### src/rtl/board_state_writer_pkg.sv
// Shared tile/result encodings, FSM states and the win-line table for the tic-tac-toe board bus.
package board_state_writer_pkg;

    localparam logic [1:0] TILE_EMPTY = 2'b00;
    localparam logic [1:0] TILE_BLUE  = 2'b10;
    localparam logic [1:0] TILE_RED   = 2'b11;

    localparam logic [1:0] WIN_NONE = 2'b00;
    localparam logic [1:0] WIN_BLUE = 2'b10;
    localparam logic [1:0] WIN_RED  = 2'b11;
    localparam logic [1:0] WIN_DRAW = 2'b01;

    typedef enum logic [1:0] {
        ST_IDLE  = 2'd0,
        ST_APPLY = 2'd1,
        ST_EVAL  = 2'd2,
        ST_OVER  = 2'd3
    } state_t;

    localparam int unsigned NUM_LINES = 8;

    localparam logic [3:0] WIN_LINES [NUM_LINES][3] = '{
        '{4'd0, 4'd1, 4'd2},
        '{4'd3, 4'd4, 4'd5},
        '{4'd6, 4'd7, 4'd8},
        '{4'd0, 4'd3, 4'd6},
        '{4'd1, 4'd4, 4'd7},
        '{4'd2, 4'd5, 4'd8},
        '{4'd0, 4'd4, 4'd8},
        '{4'd2, 4'd4, 4'd6}
    };

    function automatic logic [1:0] tile_code(input logic [17:0] board, input int unsigned tile);
        return board[2*tile +: 2];
    endfunction

endpackage

### src/rtl/board_state_writer_line_check.sv
// Combinational three-in-a-row detector for one colour; reusable by move-hint logic.
module ttt_line_check
    import board_state_writer_pkg::*;
(
    input  logic [17:0] board,
    input  logic        colour_red,
    output logic        line_hit
);

    logic [1:0] want;
    logic       all_match;

    always_comb begin
        want      = colour_red ? TILE_RED : TILE_BLUE;
        line_hit  = 1'b0;
        all_match = 1'b0;
        for (int unsigned l = 0; l < NUM_LINES; l++) begin
            all_match = 1'b1;
            for (int unsigned k = 0; k < 3; k++) begin
                if (tile_code(board, 32'(WIN_LINES[l][k])) != want) begin
                    all_match = 1'b0;
                end
            end
            if (all_match) begin
                line_hit = 1'b1;
            end
        end
    end

endmodule

### src/rtl/board_state_writer.sv
// Authoritative tic-tac-toe board register: accepts moves, enforces turn order, and detects win/draw.
module board_state_writer
    import board_state_writer_pkg::*;
#(
    parameter bit          RED_FIRST = 1'b0,
    parameter int unsigned NUM_TILES = 9
) (
    input  logic        clk,
    input  logic        reset,
    input  logic        new_game,
    input  logic        move_valid,
    input  logic [3:0]  move_tile,
    output logic        move_ready,
    output logic        move_ack,
    output logic        move_reject,
    output logic [17:0] boardArr,
    output logic        turn_red,
    output logic [3:0]  move_count,
    output logic [1:0]  winner,
    output logic        game_over
);

    state_t      state;
    logic [3:0]  cap_tile;
    int unsigned tile_idx;
    logic [1:0]  cap_code;
    logic        tile_ok;
    logic        line_hit;

    ttt_line_check u_line_check (
        .board      (boardArr),
        .colour_red (turn_red),
        .line_hit   (line_hit)
    );

    // Occupancy is only looked up for in-range tiles so the board is never indexed past bit 17.
    always_comb begin
        tile_idx = 32'(cap_tile);
        cap_code = TILE_EMPTY;
        tile_ok  = 1'b0;
        if (tile_idx < NUM_TILES) begin
            cap_code = tile_code(boardArr, tile_idx);
            tile_ok  = !cap_code[1];
        end
    end

    always_ff @(posedge clk or negedge reset) begin
        if (!reset) begin
            state       <= ST_IDLE;
            cap_tile    <= '0;
            boardArr    <= {9{TILE_EMPTY}};
            turn_red    <= RED_FIRST;
            move_count  <= '0;
            winner      <= WIN_NONE;
            game_over   <= 1'b0;
            move_ready  <= 1'b1;
            move_ack    <= 1'b0;
            move_reject <= 1'b0;
        end else begin
            move_ack    <= 1'b0;
            move_reject <= 1'b0;
            if (new_game) begin
                state      <= ST_IDLE;
                cap_tile   <= '0;
                boardArr   <= {9{TILE_EMPTY}};
                turn_red   <= RED_FIRST;
                move_count <= '0;
                winner     <= WIN_NONE;
                game_over  <= 1'b0;
                move_ready <= 1'b1;
            end else begin
                case (state)
                    ST_IDLE: begin
                        if (move_valid && move_ready) begin
                            cap_tile   <= move_tile;
                            move_ready <= 1'b0;
                            state      <= ST_APPLY;
                        end
                    end
                    ST_APPLY: begin
                        if (tile_ok) begin
                            boardArr[2*tile_idx +: 2] <= turn_red ? TILE_RED : TILE_BLUE;
                            move_count <= move_count + 4'd1;
                            move_ack   <= 1'b1;
                            state      <= ST_EVAL;
                        end else begin
                            move_reject <= 1'b1;
                            move_ready  <= 1'b1;
                            state       <= ST_IDLE;
                        end
                    end
                    ST_EVAL: begin
                        // turn_red still names the mover here; it only toggles if play continues.
                        move_ready <= 1'b1;
                        if (line_hit) begin
                            winner    <= turn_red ? WIN_RED : WIN_BLUE;
                            game_over <= 1'b1;
                            state     <= ST_OVER;
                        end else if (move_count == 4'(NUM_TILES)) begin
                            winner    <= WIN_DRAW;
                            game_over <= 1'b1;
                            state     <= ST_OVER;
                        end else begin
                            turn_red <= !turn_red;
                            state    <= ST_IDLE;
                        end
                    end
                    ST_OVER: begin
                        if (move_valid && move_ready) begin
                            move_reject <= 1'b1;
                        end
                    end
                    default: state <= ST_IDLE;
                endcase
            end
        end
    end

endmodule
### config.mk
export PLATFORM = sky130hd
export DESIGN_NAME = board_state_writer
export DESIGN_NICKNAME = d
export VERILOG_FILES = /design/src/rtl/board_state_writer_pkg.sv /design/src/rtl/board_state_writer_line_check.sv /design/src/rtl/board_state_writer.sv
export SDC_FILE = /design/constraint.sdc
export NUM_CORES = 1
export LEC_CHECK = 0
export CORE_ASPECT_RATIO = 1.1
export CORE_MARGIN = 4
export CORE_UTILIZATION = 53
export CTS_CLUSTER_DIAMETER = 50
export CTS_CLUSTER_SIZE = 20
export DETAILED_ROUTE_END_ITERATION = 10
export PLACE_DENSITY = 0.76
export SETUP_SLACK_MARGIN = 0.4
export SKIP_LAST_GASP = 1
export SLEW_MARGIN = 15
export SYNTH_ARGS = -nofsm -noshare
export SYNTH_HDL_FRONTEND = slang
export SYNTH_HIERARCHICAL = 1
export SYNTH_SLANG_ARGS = --single-unit
### constraint.sdc
create_clock -name clk -period 2.8 [get_ports clk]
set_clock_uncertainty 0.05 [all_clocks]
set_input_delay 0.28 -clock clk [delete_from_list [all_inputs] [get_ports clk]]
set_output_delay 0.28 -clock clk [all_outputs]
set_load 0.005 [all_outputs]
==> After elaboration in Yosys (flattened, before gate mapping) <==
Cells that the tools add are included.
{ "classes": {"reduce_logical": 17, "mux": 70, "add_sub_neg": 2, "n_lt_le_gt_ge": 1, "eq_ne": 17, "shifts": 3} }
{ "op_table": {"columns": ["operator", "n"], "rows": [
  ["$mux W18", 3],
  ["$mux W1", 48],
  ["$neg A5 Y34", 1],
  ["$shift A2 B34 Y18 const A", 1],
  ["$shiftx A2 B34 Y18", 1],
  ["$mux W4", 6],
  ["$bwmux W18", 1],
  ["$mux W2", 9],
  ["$ne A2 B2 Y1", 9],
  ["$shiftx A18 B6 Y2", 1],
  ["$reduce_bool A2 Y1", 5],
  ["$reduce_and A2 Y1", 4],
  ["$ne A3 B3 Y1 const B", 2],
  ["$pmux W2 S3", 1],
  ["$reduce_and A3 Y1", 2],
  ["$add A4 B1 Y4 const B", 1],
  ["$eq A2 B2 Y1 const B", 2],
  ["$eq A4 B4 Y1 const B", 1],
  ["$lt A4 B4 Y1 const B", 1],
  ["$ne A2 B2 Y1 const B", 2],
  ["$reduce_bool A4 Y1", 1],
  ["$pmux W1 S3", 1],
  ["$reduce_bool A3 Y1", 1],
  ["$eq A2 B1 Y1 const B", 1],
  ["4 further kinds", 5]
]} }
{ "word_totals": {"register_bits": 35, "output_inout_bits": 29, "in_bits": 8} }

==> Depth between registers and ports, before layout <==
Gate-level depths: netlist of run 1.
{ "depth": {"word_depth": 16, "ltp_mapped": 10, "depth_no_buf": 8} }

==> Modules after synthesis <==
The synthesis of run 1 kept the hierarchy.
{ "modules_own_cells": {"columns": ["module", "n_inst", "area_per_inst_um2", "cells_each"], "rows": [
  ["board_state_writer", 1, 2020.7, 196],
  ["ttt_line_check", 1, 245.2, 37]
]} }

==> Least setup slack after synthesis of run 1 <==
OpenSTA, ideal clock, no wires.
{ "synth_timing": {"path_kind": "reg2reg", "startpoint": "register turn_red", "endpoint": "register state[1]", "path_stages_with_launch": 10, "arrival_ps": 1982, "setup_ps": 137, "path_slack_ps": 631, "path_buffers": 1, "synth_period_minus_slack_ps": 2169, "required_ps": 2613, "cell_sequence": "dfrtp_1 -> buf_6 -> xor2_2 -> a211oi_1 -> or3_1 -> a311o_1 -> a31oi_1 -> nor2b_1 -> o211ai_1 -> mux2i_1"} }
{ "synth_between": {"elab_chain_cells": 16, "word_cells_on_any_way": 42, "classes_between": "9 x eq/ne; 33 x mux"} }
{ "synth_lines": {"columns": ["item", "line_no", "text"], "rows": [
  ["from (decl)", "board_state_writer.sv:17", "output logic turn_red,"],
  ["from (signal assigned)", "board_state_writer.sv:104", "turn_red <= !turn_red;"],
  ["$mux W1 *", "board_state_writer_line_check.sv:14", "want = colour_red ? TILE_RED : TILE_BLUE;"],
  ["$ne A2 B2 Y1", "board_state_writer_line_check.sv:20", "if (tile_code(board, 32'(WIN_LINES[l][k])) != want) begin"],
  ["$mux W1 (3 in series)", "board_state_writer_line_check.sv:20", null],
  ["$mux W1 (7 in series)", "board_state_writer_line_check.sv:24", "if (all_match) begin"],
  ["$mux W1 *", "board_state_writer_line_check.sv:24", null],
  ["named net line_hit", "board_state_writer.sv:28", "logic line_hit;"],
  ["$mux W2 *", "board_state_writer.sv:95", "if (line_hit) begin"],
  ["$pmux W2 S3 *", "board_state_writer.sv:72", "case (state)"],
  ["$mux W2 *", "board_state_writer.sv:62", "if (new_game) begin"],
  ["to (signal assigned)", "board_state_writer.sv:63", "state <= ST_IDLE;"],
  ["to (signal assigned)", "board_state_writer.sv:77", "state <= ST_APPLY;"],
  ["to (signal assigned)", "board_state_writer.sv:98", "state <= ST_OVER;"],
  ["to (decl)", "board_state_writer.sv:23", "state_t state;"]
]} }
Mark *: on every way through the listed nets, which the timed path passes. The rest lies on a longest branch.
A chain may end at the register's enable or synchronous reset.

==> Final worst setup path of run 1 <==
Same ends and word-level chain as after synthesis.

==> results of run 1 <==
==> logic make-up (layout without fill, tap and decap cells) <==
group           Yosys count  in the layout  share of synthesized area [%]
compound gates           45             45                           15.7
buf+inv                  25             67                           5.19
xor+xnor                  6              6                           2.65
flops                    35             35                           38.7
simple gates             89             89                           21.2
mux                      22             22                           10.4
fa+ha+maj                11             11                           6.07
==> timing repair <==
action,4_1_cts,5_1_grt
setup buffers,0,3
endpoints found under the setup margin,2,9
resized for setup,2,5
==> synth_stat cells (3+ instances only) <==
cell type	count	area share (%)
sky130_fd_sc_hd__a211oi_1	4	1.3
sky130_fd_sc_hd__a21oi_1	11	2.4
sky130_fd_sc_hd__a31oi_1	3	0.83
sky130_fd_sc_hd__and3_1	7	1.9
sky130_fd_sc_hd__buf_6	3	1.5
sky130_fd_sc_hd__clkbuf_1	5	0.83
sky130_fd_sc_hd__dfrtp_1	34	38
sky130_fd_sc_hd__ha_1	11	6.1
sky130_fd_sc_hd__inv_1	15	2.5
sky130_fd_sc_hd__mux2_4	3	2.0
sky130_fd_sc_hd__mux2i_1	18	8.0
sky130_fd_sc_hd__nand2_1	22	3.6
sky130_fd_sc_hd__nand3_1	13	2.9
sky130_fd_sc_hd__nor2_1	15	2.5
sky130_fd_sc_hd__nor2b_1	3	0.83
sky130_fd_sc_hd__nor3_1	7	1.5
sky130_fd_sc_hd__o2111ai_1	3	1.2
sky130_fd_sc_hd__o211ai_1	6	2.0
sky130_fd_sc_hd__o21ai_0	5	1.1
sky130_fd_sc_hd__or3_1	4	1.1
sky130_fd_sc_hd__xnor2_1	3	1.2
==> registers in the layout, indices dropped and copies added, names as in the netlist, 2 cells and up <==
name and cells:
boardArr 18, cap_tile 4, move_count 4, state 2, winner 2
==> worst max path at each step <==
stage                      from     endpoint  slack, ns  cells after the start
floorplan              turn_red     state[1]       0.63                      9
global placement    cap_tile[0]  boardArr[8]       0.42                      7
detailed placement  cap_tile[0]  boardArr[8]       0.36                      7
CTS                 cap_tile[1]  boardArr[8]       0.46                      7
global route           turn_red     state[1]       0.41                      9
finish                 turn_red     state[1]       0.54                      9
==> power by group through the flow <==
stage | Combinational (mW) | Clock (mW) | Sequential, mW
4_1_cts | 0.648 | 0.490 | 0.636
3_5_place_dp | 0.642 | 0 | 0.644
3_3_place_gp | 0.628 | 0 | 0.643
2_1_floorplan | 0.493 | 0 | 0.611
6_report | 0.674 | 0.485 | 0.637
5_1_grt | 0.747 | 0.520 | 0.646
==> layout make-up <==
type | instances | area (sq um) | share of cell area (%)
Clock buffer | 6 | 82.6 | 2.91
Multi-Input combinational cell | 173 | 1290 | 45.7
Timing Repair Buffer | 44 | 420 | 14.8
Tap cell | 52 | 65.1 | 2.30
Inverter | 15 | 56.3 | 1.99
Clock inverter | 2 | 35.0 | 1.24
Sequential cell | 35 | 881 | 31.1
==> per-stage QoR <==
step	cells	power [mW]
6_report	327	1.80
5_1_grt	327	1.91
4_1_cts	324	1.77
3_5_place_dp	316	1.29
3_3_place_gp	316	1.27
2_1_floorplan	233	1.10
==> per-layer routing <==
| layer | up-vias | share of wire (%) | GRT usage (%) |
|---|---|---|---|
| met3 | 9 | 5.5 | 5.28 |
| met1 | 925 | 44 | 30.9 |
| met5 | - | 0 | 0 |
| li1 | 919 | - | - |
| met2 | 73 | 49 | 36.5 |
| met4 | 0 | 1.4 | 7.09 |
==> worst max-delay path, cell delays in order (launching register included) <==
cell and delay [ns]:
sky130_fd_sc_hd__dfrtp_2 0.51, sky130_fd_sc_hd__buf_4 0.21, sky130_fd_sc_hd__and3_1 0.16, sky130_fd_sc_hd__o211ai_1 0.16, sky130_fd_sc_hd__nand3_1 0.11, sky130_fd_sc_hd__a311o_1 0.38, sky130_fd_sc_hd__a31oi_2 0.18, sky130_fd_sc_hd__nor2b_1 0.10
sky130_fd_sc_hd__o211ai_1 0.17, sky130_fd_sc_hd__mux2i_1 0.10
==> impl_metrics.xml, run 1 <==
<?xml version="1.0" encoding="UTF-8"?>
<metrics>
  <group name="critical_path">
    <metric name="rr_startpoint" unit="">turn_red</metric>
    <metric name="cp_data_arrival_time" unit="ns">2.37</metric>
    <metric name="crit_path_class" unit="">flop to flop</metric>
    <metric name="reg2reg_slack" unit="ns">0.54</metric>
    <metric name="worst-r2r-cell-count" unit="">9</metric>
    <metric name="worst_setup_path_end_kind" unit="">flop</metric>
    <metric name="critical_path_peak_fanout" unit="">13</metric>
    <metric name="r2r-end" unit="">state[1]</metric>
    <metric name="worst-endpoint-required" unit="ns">2.91</metric>
    <metric name="worstSetupStartpointType" unit="">flop</metric>
  </group>
  <group name="synthesis">
    <metric name="netlist-cell-type-count" unit="">52</metric>
    <metric name="yosys_warnings" unit="">6</metric>
    <metric name="syn-cell-area" unit="sq um">2270</metric>
    <metric name="synthesis.instances" unit="">233</metric>
    <metric name="synth_nets" unit="">252</metric>
    <metric name="synthFlopType" unit="">sky130_fd_sc_hd__dfrtp_1</metric>
    <metric name="number_of_enable_type_register_cells_in_the_synthesized_netlist" unit="">0</metric>
    <metric name="async_reset_ff_share" unit="%">100</metric>
    <metric name="ffs_latches_synth" unit="">35</metric>
    <metric name="synth.yosys.seq_area_share" unit="%">38.7</metric>
    <metric name="synth_area_per_cell" unit="sq um">9.72</metric>
  </group>
  <group name="sta">
    <metric name="post-route-worst-setup-slack" unit="ns">0.537</metric>
    <metric name="timing.hold.ws" unit="ns">0.352</metric>
    <metric name="fmax" unit="GHz">0.442</metric>
    <metric name="worst_slew_pin_slew" unit="ns">0.509</metric>
    <metric name="min_period" unit="ns">2.26</metric>
    <metric name="timing.final.max_slew_violations" unit="">0</metric>
    <metric name="fin_setup_tns" unit="ns">0</metric>
    <metric name="rsz0062_at_grt" unit="">false</metric>
    <metric name="final-setup-viol-count" unit="">0</metric>
    <metric name="final_hold_viol_count" unit="">0</metric>
    <metric name="worst_slew_margin_rel" unit="%">65.9</metric>
    <metric name="final_clock_period_utilization_by_the_worst_path" unit="%">80.8</metric>
  </group>
  <group name="detailed_routing">
    <metric name="count_of_tritonroute_iterations_in_the_first_routing_pass" unit="">4</metric>
    <metric name="post_detailed_routing_wire_length" unit="microns">5660</metric>
    <metric name="vias" unit="">1926</metric>
    <metric name="post_drt_wl_per_cell" unit="microns">17.3</metric>
    <metric name="route.antenna.remaining_nets" unit="">0</metric>
    <metric name="drt_first_iter_violations" unit="">212</metric>
    <metric name="via_count_normalized_by_instance_count" unit="">5.89</metric>
    <metric name="detail_route.drc_violations" unit="">0</metric>
  </group>
  <group name="cells_and_area">
    <metric name="nets" unit="">293</metric>
    <metric name="antennaDiodeCount" unit="">0</metric>
    <metric name="fillerInstances" unit="">321</metric>
    <metric name="area_delta_synth_final" unit="%">25.1</metric>
    <metric name="finalInstanceArea" unit="sq um">2830</metric>
    <metric name="leading_cell_type_in_the_layout_fill_and_taps_excluded" unit="">sky130_fd_sc_hd__clkdlybuf4s50_1</metric>
    <metric name="finalCoreUtilization" unit="%">69.9</metric>
    <metric name="layout-drive-gt1-share" unit="%">13.8</metric>
    <metric name="most-common-layout-cells" unit="">36 x sky130_fd_sc_hd__clkdlybuf4s50_1, 31 x sky130_fd_sc_hd__dfrtp_1, 22 x sky130_fd_sc_hd__nand2_1, 18 x sky130_fd_sc_hd__mux2i_1</metric>
  </group>
  <group name="cts">
    <metric name="ctsHoldBuffers" unit="">0</metric>
    <metric name="cts-htree-levels" unit="">2</metric>
    <metric name="tritoncts" unit="">yes</metric>
    <metric name="clk_root_buffer_cell" unit="">sky130_fd_sc_hd__clkbuf_8</metric>
    <metric name="clk_path_buf_depth" unit="">2</metric>
    <metric name="worst_setup_hold_path_clk_slew" unit="ns">0.08</metric>
    <metric name="cts_num_sinks" unit="">35</metric>
    <metric name="cts_made_buffers" unit="">5</metric>
    <metric name="clkLatencyLatePin" unit="ns">0.29</metric>
  </group>
  <group name="power">
    <metric name="power-per-cell-area" unit="nW/um^2">634</metric>
    <metric name="seqPwrFrac" unit="%">35.5</metric>
    <metric name="irDropWorstVdd" unit="uV">430</metric>
    <metric name="switchingPower" unit="uW">645</metric>
    <metric name="clockPowerShare" unit="%">27.0</metric>
    <metric name="total_leakage_power" unit="nW">1.21</metric>
    <metric name="power.share.switching" unit="%">35.9</metric>
    <metric name="p_int" unit="mW">1.15</metric>
    <metric name="combinationalPowerShare" unit="%">37.5</metric>
  </group>
  <group name="grt">
    <metric name="grtUsageTotal" unit="%">23.0</metric>
    <metric name="grt_pass1_wl" unit="microns">9940</metric>
    <metric name="grt.overflow.total" unit="">0</metric>
    <metric name="grt_antenna_before_repair" unit="">0</metric>
    <metric name="grt_max_degree" unit="">36</metric>
    <metric name="number_of_global_route_vias_before_repair" unit="">1961</metric>
  </group>
  <group name="placed_design">
    <metric name="post-place-ws" unit="ns">0.361</metric>
    <metric name="portBuffers" unit="">36</metric>
    <metric name="finalWeightedCongestion" unit="">0.916</metric>
    <metric name="detailed_place.area" unit="sq um">2670</metric>
    <metric name="dp_hpwl" unit="microns">4050</metric>
  </group>
  <group name="status">
    <metric name="status" unit="">finished, final reports clean</metric>
  </group>
  <group name="hold_path">
    <metric name="hold_path.class" unit="">primary input to async pin</metric>
  </group>
  <group name="die">
    <metric name="starting_utilization_of_the_core_area" unit="%">55.9</metric>
    <metric name="design.core.area" unit="sq um">4050</metric>
    <metric name="die_area" unit="sq um">5390</metric>
    <metric name="die_height" unit="microns">76.6</metric>
    <metric name="ioPinCount" unit="">37</metric>
    <metric name="die_w" unit="microns">70.3</metric>
    <metric name="row_count" unit="">24</metric>
  </group>
  <group name="run">
    <metric name="max_cap_viol_count" unit="">0</metric>
  </group>
</metrics>
No activity file was read; power rests on OpenSTA's default activity.
==> run 2: changes to the inputs <==
- clock period: 2.8 -> 2.1 ns (I/O delays scaled with it)
==> impl_metrics.xml, run 2 (synthesis results as in run 1) <==
<?xml version="1.0" encoding="UTF-8"?>
<metrics>
  <group name="sta">
    <metric name="post-route-worst-setup-slack" unit="ns">-0.116</metric>
    <metric name="worst_slew_margin_rel" unit="%">68.2</metric>
    <metric name="min_period" unit="ns">2.22</metric>
    <metric name="timing.final.max_slew_violations" unit="">0</metric>
    <metric name="timing.hold.ws" unit="ns">0.268</metric>
    <metric name="final-setup-viol-count" unit="">6</metric>
    <metric name="rsz0062_at_grt" unit="">true</metric>
    <metric name="fin_setup_tns" unit="ns">-0.510</metric>
    <metric name="worst_slew_pin_slew" unit="ns">0.475</metric>
    <metric name="final_hold_viol_count" unit="">0</metric>
    <metric name="fmax" unit="GHz">0.451</metric>
    <metric name="final_clock_period_utilization_by_the_worst_path" unit="%">106</metric>
  </group>
  <group name="critical_path">
    <metric name="worst_setup_path_end_kind" unit="">flop</metric>
    <metric name="cp_data_arrival_time" unit="ns">2.35</metric>
    <metric name="timing.critical_path.slowest_cell_delay" unit="ns">0.49</metric>
    <metric name="cell_at_the_slowest_stage_of_the_critical_path" unit="">sky130_fd_sc_hd__dfrtp_2</metric>
    <metric name="crit_chain" unit="">buf_6 -&gt; and3_1 -&gt; o211ai_1 -&gt; nand3_1 -&gt; a311o_1 -&gt; a31oi_2 -&gt; nand2_1 -&gt; xor2_1 -&gt; nor2_1</metric>
    <metric name="crit_path_class" unit="">flop to flop</metric>
    <metric name="worstSetupStartpointType" unit="">flop</metric>
    <metric name="critical_path_peak_fanout" unit="">8</metric>
    <metric name="reg2reg_slack" unit="ns">-0.12</metric>
    <metric name="worst-endpoint-required" unit="ns">2.24</metric>
  </group>
  <group name="die">
    <metric name="design.core.area" unit="sq um">4050</metric>
    <metric name="die_height" unit="microns">76.6</metric>
    <metric name="die_area" unit="sq um">5390</metric>
    <metric name="ioPinCount" unit="">37</metric>
    <metric name="row_count" unit="">24</metric>
    <metric name="starting_utilization_of_the_core_area" unit="%">55.9</metric>
    <metric name="die_w" unit="microns">70.3</metric>
  </group>
  <group name="cts">
    <metric name="cts_num_sinks" unit="">35</metric>
    <metric name="cts-htree-levels" unit="">2</metric>
    <metric name="cts_made_buffers" unit="">5</metric>
    <metric name="worst_setup_hold_path_clk_slew" unit="ns">0.08</metric>
    <metric name="clk_path_buf_depth" unit="">2</metric>
    <metric name="tritoncts" unit="">yes</metric>
    <metric name="clkLatencyLatePin" unit="ns">0.30</metric>
    <metric name="clk_root_buffer_cell" unit="">sky130_fd_sc_hd__clkbuf_8</metric>
  </group>
  <group name="power">
    <metric name="power-per-cell-area" unit="nW/um^2">881</metric>
    <metric name="irDropWorstVdd" unit="uV">723</metric>
    <metric name="totalPowerFinal" unit="mW">3.04</metric>
    <metric name="total_leakage_power" unit="nW">1.47</metric>
  </group>
  <group name="status">
    <metric name="status" unit="">finished with violations</metric>
    <metric name="failed_checks" unit="">negative setup slack</metric>
  </group>
  <group name="cells_and_area">
    <metric name="top_regs" unit="">boardArr: 18 flops, cap_tile: 4 flops, move_count: 4 flops</metric>
    <metric name="antennaDiodeCount" unit="">0</metric>
    <metric name="multi_input_comb_area" unit="sq um">1540</metric>
    <metric name="layout-drive-gt1-share" unit="%">35.0</metric>
    <metric name="largest_register_ff_count" unit="">18</metric>
    <metric name="fillerInstances" unit="">204</metric>
    <metric name="leading_cell_type_in_the_layout_fill_and_taps_excluded" unit="">sky130_fd_sc_hd__clkdlybuf4s50_1</metric>
    <metric name="most-common-layout-cells" unit="">36 x sky130_fd_sc_hd__clkdlybuf4s50_1, 29 x sky130_fd_sc_hd__dfrtp_1, 28 x sky130_fd_sc_hd__buf_4, 22 x sky130_fd_sc_hd__nand2_1, 19 x sky130_fd_sc_hd__buf_6</metric>
    <metric name="registers.top_by_ff_count" unit="">boardArr</metric>
    <metric name="area_delta_synth_final" unit="%">52.2</metric>
    <metric name="nets" unit="">332</metric>
    <metric name="register_area" unit="sq um">883</metric>
  </group>
  <group name="detailed_routing">
    <metric name="vias" unit="">2216</metric>
    <metric name="count_of_tritonroute_iterations_in_the_first_routing_pass" unit="">4</metric>
    <metric name="via_count_normalized_by_instance_count" unit="">6.05</metric>
    <metric name="route.antenna.remaining_nets" unit="">0</metric>
    <metric name="detail_route.drc_violations" unit="">0</metric>
    <metric name="drt_first_iter_violations" unit="">236</metric>
    <metric name="post_drt_wl_per_cell" unit="microns">19.4</metric>
    <metric name="post_detailed_routing_wire_length" unit="microns">7100</metric>
  </group>
  <group name="placed_design">
    <metric name="portBuffers" unit="">36</metric>
    <metric name="dp_hpwl" unit="microns">4290</metric>
    <metric name="finalWeightedCongestion" unit="">0.843</metric>
  </group>
  <group name="grt">
    <metric name="grt.overflow.total" unit="">0</metric>
    <metric name="number_of_global_route_vias_before_repair" unit="">2139</metric>
    <metric name="grt_antenna_before_repair" unit="">0</metric>
    <metric name="grt_pass1_wl" unit="microns">10700</metric>
    <metric name="grtUsageTotal" unit="%">25.2</metric>
    <metric name="grt_max_degree" unit="">36</metric>
  </group>
  <group name="run">
    <metric name="max_cap_viol_count" unit="">0</metric>
  </group>
  <group name="hold_path">
    <metric name="hold_path.class" unit="">primary input to async pin</metric>
  </group>
</metrics>
## run 2: where the power goes
part,internal [mW],switching [mW]
Clock,0.354,0.277
Combinational,0.782,0.773
Sequential,0.746,0.108
Total,1.88,1.16
## run 2: worst paths after layout
check	start	end	cells after the start
min reg2reg	game_over	game_over	2
max in group asynchronous	reset	move_ready	2
min	reset	boardArr[3]	2
min in group clk	move_tile[3]	cap_tile[3]	3
max reg2reg	turn_red	turn_red	9
max	turn_red	turn_red	9
## run 2: what timing repair did
| item | CTS | global route |
|---|---|---|
| pin swaps | 11 | 19 |
| cloned | 0 | 1 |
| hold buffers | 0 | 0 |
| endpoints found under the setup margin | 31 | 32 |
| setup buffers | 11 | 5 |
| resized for setup | 34 | 29 |
## run 2: final cells by class
type | count | area share, %
timing repair buffer | 83 | 22.7
multi-input combinational | 173 | 44.5
clock buffer | 5 | 1.99
clock inverter | 3 | 1.27
inverter | 15 | 1.99
tap | 52 | 1.89
sequential | 35 | 25.6
## run 2: layer usage
layer | vias up | routed length [microns] | global-route usage, %
met2 | 95 | 3550 | 42.3
met5 | - | 0 | 0
li1 | 997 | - | -
met1 | 1109 | 3010 | 31.6
met3 | 15 | 389 | 4.09
met4 | 0 | 147 | 10.9
## run 2: metrics by stage
stage | utilization, % | cell area [sq um] | std cells | setup slack (ns)
floorplan | - | 2370 | 233 | -0.0199
global placement | 72.8 | 2950 | 341 | -0.0178
detailed placement | 72.8 | 2950 | 341 | -0.0716
CTS | 80.8 | 3270 | 360 | -0.0422
global route | 85.1 | 3450 | 366 | -0.228
finish | 85.1 | 3450 | 366 | -0.116
## run 2: worst max-delay path, delay by kind of cell, from the launching register on
| kind | cells | cell delay (ns) |
|---|---|---|
| AOI/OAI and AO/OA | 3 | 0.79 |
| DFF | 1 | 0.49 |
| and+or+nand+nor | 4 | 0.45 |
| xor gates and xnor gates | 1 | 0.16 |
| buffers and inverters | 1 | 0.15 |
==> edit, RTL diff (settings of run 1) <==
Set the parameter `RED_FIRST` to 1'b1 (it was 1'b0).
--- a/src/rtl/board_state_writer.sv
+++ b/src/rtl/board_state_writer.sv
@@ -4,3 +4,3 @@
 #(
-    parameter bit          RED_FIRST = 1'b0,
+    parameter bit          RED_FIRST = 1'b1,
     parameter int unsigned NUM_TILES = 9
Function: changed (Yosys sat finds a counterexample within 4 cycles, from zero or initial values and one cycle with reset low).
==> edit against run 1 <==
Power is 3.9% lower. Count of clock-buffer cells in the layout increased by 2. Setup slack worse by 0.073 ns. Sequential cell count unchanged. Cell area is 1.4% lower. Area after synthesis is essentially flat. Die area about the same. Wire length decreased by 3.4%. Sequential share of layout area increased by 0.58 points. Final cell count shrank 0.61%.
==> edit: results (changes against run 1) <==
| Metric | Value |
|---|---|
| CP max stage cell | dfstp_4 |
| Routed via count | 1919 (-0.36%) |
| Synth cell types | 51 (-1.9%) |
| Total GRT Usage | 21.2% (-1.8 points) |
| # diodes | 0 (unchanged) |
| Syn Nets | 252 (unchanged) |
| Outcome | finished clean |
| Mux share of post-synthesis cell area | 10.4% (about the same) |
| Post-Synth XOR/XNOR Area | 2.65% (about the same) |
| Top cells by area in the synthesized netlist | dfrtp_1, mux2i_1, ha_1 |
| Complex-gate fraction of the synthesized area | 15.7% (about the same) |
| Synth top cells by count | dfrtp_1, nand2_1, mux2i_1, inv_1, nor2_1 |
| Worst-path fanout max | 6 (-7) |
| Detailed Routing Iterations Pass 1 | 4 (unchanged) |
| Post-DP HPWL | 3940 microns (-2.7%) |
| DRT iter0 DRCs | 160 (-25%) |
| Dpl ws | 0.237 ns (-0.124 ns) |
| Adder-cell share of the synthesized area | 6.07% (about the same) |
| Critical Path AT | 2.44 ns (+0.07 ns) |
| Routed wire per std cell | 16.8 microns (-2.8%) |
| Synth Warn # | 6 (unchanged) |
| Fraction of registers with async set/reset | 100% (unchanged) |
| Initial antenna violation count | 0 (unchanged) |
| H-tree depth | 2 (unchanged) |
| Largest regs | boardArr (18), cap_tile (4), move_count (4) |
| Max incr delay on CP | 0.66 ns (+0.15 ns) |
| Clock root cell | clkbuf_8 |
| Number of synthesized flops with an enable pin | 0 (unchanged) |
| First-pass GRT wire length | 9270 microns (-6.8%) |
| Post-layout nets | 291 (-0.68%) |
| Sequential cell area fraction in the yosys report | 38.7% (about the same) |
| Peak supply drop | 487 uV (+13%) |
| MaxCap Viol Count | 0 (unchanged) |
| Largest net degree at the start of global routing | 36 (unchanged) |
| Worst-margin pin slew | 0.511 ns (+0.00256 ns) |
| Leakage Power | 1.16 nW (-3.9%) |
| Max-slew violations | 0 (unchanged) |
| Share of layout cells above drive strength 1 | 12.8% (-1.0 points) |
| Routability cong. | 0.878 (-4.1%) |
[edit: cell type report]
class | instances | area [sq um]
flip-flops and latches | 35 | 885
repair buffers | 42 | 405
multi-input cells | 173 | 1280
well taps | 52 | 65.1
clock buffers | 8 | 100
fillers | 330 | 1260
inverters | 15 | 56.3
[edit: kinds of logic (layout without fill, tap and decap cells)]
logic type      count (synthesis)  in the layout
simple gates                   89             89
compound gates                 45             45
flops                          35             35
buf+inv                        25             65
mux                            22             22
fa+ha+maj                      11             11
xor+xnor                        6              6
[edit: metal layers]
metal  GRT usage (%)  vias up  share of wire (%)
li1                -      925                  -
met1            27.3      934                 44
met2            36.5       54                 51
met3            3.03        6                4.0
met4            6.32        0                1.1
met5               0        -                  0
[edit: final timing paths]
| check | from | end | slack, ns | cells after the start |
|---|---|---|---|---|
| min in group clk | game_over$_DFFE_PN0P_ | game_over$_DFFE_PN0P_ | 0.48 | 2 |
| hold reg to reg | game_over$_DFFE_PN0P_ | game_over$_DFFE_PN0P_ | 0.48 | 2 |
| max in group asynchronous | reset | move_ready$_DFFE_PN1P_ | 2.00 | 2 |
| setup / recovery | turn_red$_DFFE_PN1P_ | state[0]$_DFFE_PN0P_ | 0.46 | 9 |
| hold / removal | reset | boardArr[1]$_DFFE_PN0P_ | 0.36 | 2 |
| setup reg to reg | turn_red$_DFFE_PN1P_ | state[0]$_DFFE_PN0P_ | 0.46 | 9 |
[edit: power by group]
group | switching (W) | total [W] | leakage, nW | internal [W]
Sequential | 0.0000868 | 0.000654 | 0.474 | 0.000567
Clock | 0.000182 | 0.000406 | 0.0515 | 0.000225
Combinational | 0.000362 | 0.000665 | 0.638 | 0.000303
[edit: per-stage QoR]
| stage | area (sq um) | util (%) | instances |
|---|---|---|---|
| 2_1_floorplan | 2270 | - | 233 |
| 5_1_grt | 2790 | 68.9 | 325 |
| 3_3_place_gp | 2650 | 65.5 | 314 |
| 4_1_cts | 2770 | 68.4 | 324 |
| 3_5_place_dp | 2650 | 65.5 | 314 |
| 6_report | 2790 | 68.9 | 325 |
[edit: what timing repair did]
action	in CTS	in global routing
hold buffers	0	0
resized for setup	1	5
pin swaps	0	2
buffers inserted	2	1
endpoints found under the setup margin	6	14
